<file path="config.mk">
export PLATFORM = sky130hd
export DESIGN_NAME = traffic_lights_cmd_gen
export DESIGN_NICKNAME = d
export VERILOG_FILES = /design/src/rtl/traffic_lights_cmd_gen.sv
export SDC_FILE = /design/constraint.sdc
export NUM_CORES = 1
export LEC_CHECK = 0
export ABC_AREA = 1
export CORE_ASPECT_RATIO = 1.2
export CORE_MARGIN = 1.5
export CORE_UTILIZATION = 44
export DETAILED_ROUTE_END_ITERATION = 10
export PLACE_DENSITY = 0.76
export SYNTH_ARGS = -nofsm -noshare
export SYNTH_HDL_FRONTEND = slang
export SYNTH_SLANG_ARGS = --single-unit
</file>
<file path="constraint.sdc">
create_clock -name clk_i -period 1.53 [get_ports clk_i]
set_input_delay 0.2295 -clock clk_i [delete_from_list [all_inputs] [get_ports clk_i]]
set_output_delay 0.2295 -clock clk_i [all_outputs]
set_load 0.005 [all_outputs]
</file>
<file path="src/rtl/traffic_lights_cmd_gen.sv">
// traffic_lights_cmd_gen
// Takes one configuration request over a valid/ready handshake and turns it
// into a series of single-cycle command writes to the traffic-light
// controller. The timing updates go out first (green, red, yellow), followed
// by an optional mode command.
//
// Ports
//   clk_i, rst_n_i        clock; asynchronous active-low reset
//   req_valid_i/ready_o   request handshake (ready only in IDLE)
//   req_mode_i            0 normal, 1 off, 2 yellow-blink, 3 no mode change
//   req_mask_i            bit0 green, bit1 red, bit2 yellow timing update
//   req_*_ms_i            timing values in ms
//   cmd_valid_o/type/data one-cycle command strobe; type/data are 0 when idle
//   busy_o                high from accept through the done cycle
//   done_o                one-cycle pulse after the last command
module traffic_lights_cmd_gen #(
  parameter int CMD_GAP = 2,
  parameter int MIN_MS  = 1
) (
  input  logic        clk_i,
  input  logic        rst_n_i,
  input  logic        req_valid_i,
  output logic        req_ready_o,
  input  logic [1:0]  req_mode_i,
  input  logic [2:0]  req_mask_i,
  input  logic [15:0] req_green_ms_i,
  input  logic [15:0] req_red_ms_i,
  input  logic [15:0] req_yellow_ms_i,
  output logic        cmd_valid_o,
  output logic [2:0]  cmd_type_o,
  output logic [15:0] cmd_data_o,
  output logic        busy_o,
  output logic        done_o
);

  localparam int GW = (CMD_GAP > 1) ? $clog2(CMD_GAP + 1) : 1;

  typedef enum logic [1:0] {IDLE, ISSUE, GAP, DONE} state_t;

  state_t        state_q, state_d;
  logic          rdy_q;
  logic [2:0]    mask_q;
  logic [1:0]    mode_q;
  logic [15:0]   green_q, red_q, yellow_q;
  logic [1:0]    idx_q, idx_d;
  logic [GW-1:0] cnt_q, cnt_d;
  logic          accept;
  logic [2:0]    first_req, next_q;

  // Command slots: 0 green, 1 red, 2 yellow, 3 mode. Returns {found, slot}
  // for the lowest enabled slot at or above start.
  function automatic logic [2:0] first_from(input logic [3:0] en, input logic [2:0] start);
    logic [2:0] r;
    r = '0;
    for (int i = 3; i >= 0; i--)
      if (en[i] && (3'(i) >= start)) r = {1'b1, 2'(i)};
    return r;
  endfunction

  function automatic logic [15:0] clamp(input logic [15:0] ms);
    return (ms < 16'(MIN_MS)) ? 16'(MIN_MS) : ms;
  endfunction

  assign accept    = req_valid_i & rdy_q;
  assign first_req = first_from({req_mode_i != 2'd3, req_mask_i}, 3'd0);
  assign next_q    = first_from({mode_q != 2'd3, mask_q}, {1'b0, idx_q} + 3'd1);

  always_comb begin
    state_d = state_q;
    idx_d   = idx_q;
    cnt_d   = cnt_q;
    case (state_q)
      IDLE: if (accept) begin
        cnt_d = '0;
        if (first_req[2]) begin
          state_d = ISSUE;
          idx_d   = first_req[1:0];
        end else begin
          state_d = DONE;
          idx_d   = '0;
        end
      end
      ISSUE: begin
        cnt_d = '0;
        if (!next_q[2]) state_d = DONE;  // last command: no trailing gap
        else begin
          idx_d   = next_q[1:0];
          state_d = (CMD_GAP == 0) ? ISSUE : GAP;
        end
      end
      GAP: begin
        if (cnt_q == GW'(CMD_GAP - 1)) begin
          cnt_d   = '0;
          state_d = ISSUE;
        end else begin
          cnt_d = cnt_q + GW'(1);
        end
      end
      default: state_d = IDLE;  // DONE
    endcase
  end

  always_ff @(posedge clk_i or negedge rst_n_i) begin
    if (!rst_n_i) begin
      state_q  <= IDLE;
      rdy_q    <= 1'b0;
      idx_q    <= '0;
      cnt_q    <= '0;
      mask_q   <= '0;
      mode_q   <= '0;
      green_q  <= '0;
      red_q    <= '0;
      yellow_q <= '0;
    end else begin
      state_q <= state_d;
      // Registered so ready stays low during reset and rises on the first edge.
      rdy_q   <= (state_d == IDLE);
      idx_q   <= idx_d;
      cnt_q   <= cnt_d;
      if (accept) begin
        mask_q   <= req_mask_i;
        mode_q   <= req_mode_i;
        green_q  <= req_green_ms_i;
        red_q    <= req_red_ms_i;
        yellow_q <= req_yellow_ms_i;
      end
    end
  end

  always_comb begin
    cmd_type_o = '0;
    cmd_data_o = '0;
    if (state_q == ISSUE) begin
      case (idx_q)
        2'd0:    begin cmd_type_o = 3'd3; cmd_data_o = clamp(green_q);  end
        2'd1:    begin cmd_type_o = 3'd4; cmd_data_o = clamp(red_q);    end
        2'd2:    begin cmd_type_o = 3'd5; cmd_data_o = clamp(yellow_q); end
        default: cmd_type_o = {1'b0, mode_q};
      endcase
    end
  end

  assign cmd_valid_o = (state_q == ISSUE);
  assign req_ready_o = rdy_q;
  assign busy_o      = (state_q != IDLE);
  assign done_o      = (state_q == DONE);

endmodule

</file>
==> run metrics <==
complex-gate fraction of the synthesized area=0.0391; 1st-pass router iterations=4; initial antenna violation count=0; share of cells above drive strength 1=0.450; minimum clock period=2020 ps; met3 Use GR=0.0440; die width=80.0 um; synthesized area=3130 um2; GRT Total Usage=0.263; Crit. End Element=primary output; fraction of synthesized cell area taken by the top area cell type=0.479; Distinct cells, synth=24; busiest grt layer=met2; DRT antenna net count=0; crit path DAT=1790 ps; Seq cells post-synth=60; RSZ-0062 raised after global routing=true; critical path class=flop to primary output; YS warnings=0; Power Density=2030 nW/um2; core outline area=6850 um2; # nets final=587; largest net degree at the start of global routing=61; number of global-route vias before repair=3271; GRT met2 Usage=0.483; Via density=5.05; DRC=0; multiplexer share of the synthesized area=0.162; clk_skew=12.1 ps; Antenna diodes=0; CTS H-tree lvls=3; f_max=496 MHz; setup TNS=-8090 ps; Worst-path clk slew=70 ps; Synth Instances=355; final core occ=0.761; chip height=95.5 um; first-pass GRT wire length=14900 um; Post-DP HPWL=6000 um; post-synthesis simple-gate area fraction=0.224; Initial Utilization=0.457; xor/xnor share of the synthesized area=0; max_cap viols=0; met1 Track Usage GR=0.271; DRT iter0 DRCs=233; Min-Delay Path Class=primary input to async pin; Rel. slew slack=0.767; I/O pins=79; largest area contributor in the synthesized netlist=dfrtp_1; Final Max Tran Viols=0; Inserted Clock Buffers=9; register area share after synthesis=0.479; Slew @ Worst Pin=349 ps; worst-skew pair later-pin latency=340 ps; most instantiated cells after synthesis=nand2_1 (102), dfrtp_1 (60), mux2_2 (45); Worst EP required=1300 ps; leakage power=2.61 nW; final period utilization=1.32; routed vias=3111; clk buf depth=2; Die Area=7640 um2; num rows=33; DRT Wirelength=10300 um; violated checks=setup timing; final hold viol count=0; CTS tree=done; CTS sink count=60; Max VDD drop=1100 uV; routability cong.=0.874; ys async rst share=1.00; most numerous cell in the Yosys netlist=nand2_1; grt total ovfl=0; Post-Syn Nets=418; adder-cell share of the synthesized area=0.0279; CP startpoint kind=flop; Synth Flop Type=dfrtp_1; Area contributors post-synth=dfrtp_1 (48%), mux2_2 (16%), nand2_1 (12%); CP Max Fanout=5; main combinational cell family by area after synthesis=simple AND/OR/NAND/NOR gates; Setup violations, final=22; status=complete, but fails checks; Layout area overhead=66.5%; root buffer cell=clkbuf_8; Synth Area per Inst=8.83 um2; DR WL/cell=16.8 um; port bufs=78; EDFF count, synth=0; Setup WS post-layout=-487 ps
## sequential cells by signal, indices dropped and copies added (netlist names)
name         count
red_q           16
mode_q           2
mask_q           3
state_q          2
cnt_q            2
yellow_q        16
req_ready_o      1
idx_q            2
green_q         16
## per-stage QoR
stage	setup WS [ps]	total power [W]	hold slack [ps]	cells	instance area [um2]
after floorplan	6.00	0.00505	-66.1	355	3130
after global placement	-376	0.00725	258	573	4510
final	-487	0.0106	414	616	5220
after detailed placement	-486	0.00742	259	573	4510
after global routing	-524	0.0111	472	616	5220
after CTS	-402	0.00981	439	613	5060
## power breakdown
| part | leakage [nW] | switching [W] | total (W) | internal, W |
|---|---|---|---|---|
| Combinational | 1.79 | 0.00272 | 0.00606 | 0.00334 |
| Clock | 0.107 | 0.000640 | 0.00160 | 0.000960 |
| Sequential | 0.708 | 0.000536 | 0.00291 | 0.00237 |
| Total | 2.61 | 0.00390 | 0.0106 | 0.00667 |
## kinds of logic (layout without fill, tap and decap cells)
logic type | Yosys count | in the layout
and+or+nand+nor | 172 | 172
DFF | 60 | 60
adders and majority gates | 7 | 7
buffers and inverters | 50 | 224
AOI/OAI and AO/OA | 21 | 21
muxes | 45 | 45
## layout make-up
| type | count | area, um2 |
|---|---|---|
| fillers | 440 | 1640 |
| clock inverters | 4 | 72.6 |
| well taps | 87 | 109 |
| clock buffers | 12 | 145 |
| repair buffers | 171 | 1550 |
| multi-input cells | 245 | 1700 |
| inverters | 37 | 144 |
| flip-flops and latches | 60 | 1500 |
## per-layer routing
| metal | share of wire | up-vias | wire length, um |
|---|---|---|---|
| met5 | 0 | - | 0 |
| met1 | 0.38 | 1510 | 3910 |
| met3 | 0.032 | 39 | 330 |
| met4 | 0.050 | 0 | 513 |
| li1 | - | 1465 | - |
| met2 | 0.54 | 97 | 5600 |
## placed cells by master, fill, tap and decap left out, drive strengths merged
master         count
nor2              44
nand2            104
clkbuf            14
nand3             21
clkdlybuf4s15      2
nand3b             1
clkinvlp           1
nor3               1
clkdlybuf4s50     55
dlygate4sd3        1
dfrtp             60
a21boi             2
inv               37
mux2              45
clkinv             1
ha                 7
buf              110
bufinv             2
dlygate4sd2        1
o221ai             1
a21oi              7
nand4              1
o21ai              9
a211oi             2
## worst max-delay path, cell delays in order, from the launching register on
cell,delay (ps)
dfrtp_1,450
inv_2,110
ha_4,190
buf_12,130
buf_8,120
buf_6,120
nand2_2,50
nand3_2,60
nand2_1,60
inv_1,30
buf_2,110
## path summary, 6_finish.rpt
| path | from | endpoint | slack, ps | cells after the start |
|---|---|---|---|---|
| worst max-delay path | idx_q[1] | cmd_data_o[8] | -490 | 10 |
| worst min-delay path | rst_n_i | yellow_q[8] | 410 | 3 |
| worst max register to register | idx_q[1] | idx_q[1] | -250 | 12 |
| worst min register to register | mask_q[0] | mask_q[0] | 510 | 2 |
| max in group asynchronous | rst_n_i | green_q[12] | 810 | 3 |
| min in group clk_i | req_mode_i[1] | mode_q[1] | 490 | 3 |
## timing repair
| item | in CTS | in global routing |
|---|---|---|
| hold buffers | 1 | 0 |
| buffers inserted | 23 | 5 |
| endpoints found under the hold margin | 60 | 0 |
| gates cloned | 1 | 0 |
| setup endpoints to repair | 25 | 25 |
| gates resized for setup | 114 | 62 |
| pin swaps | 29 | 28 |
Note: power is estimated with default switching activity, not from simulation.
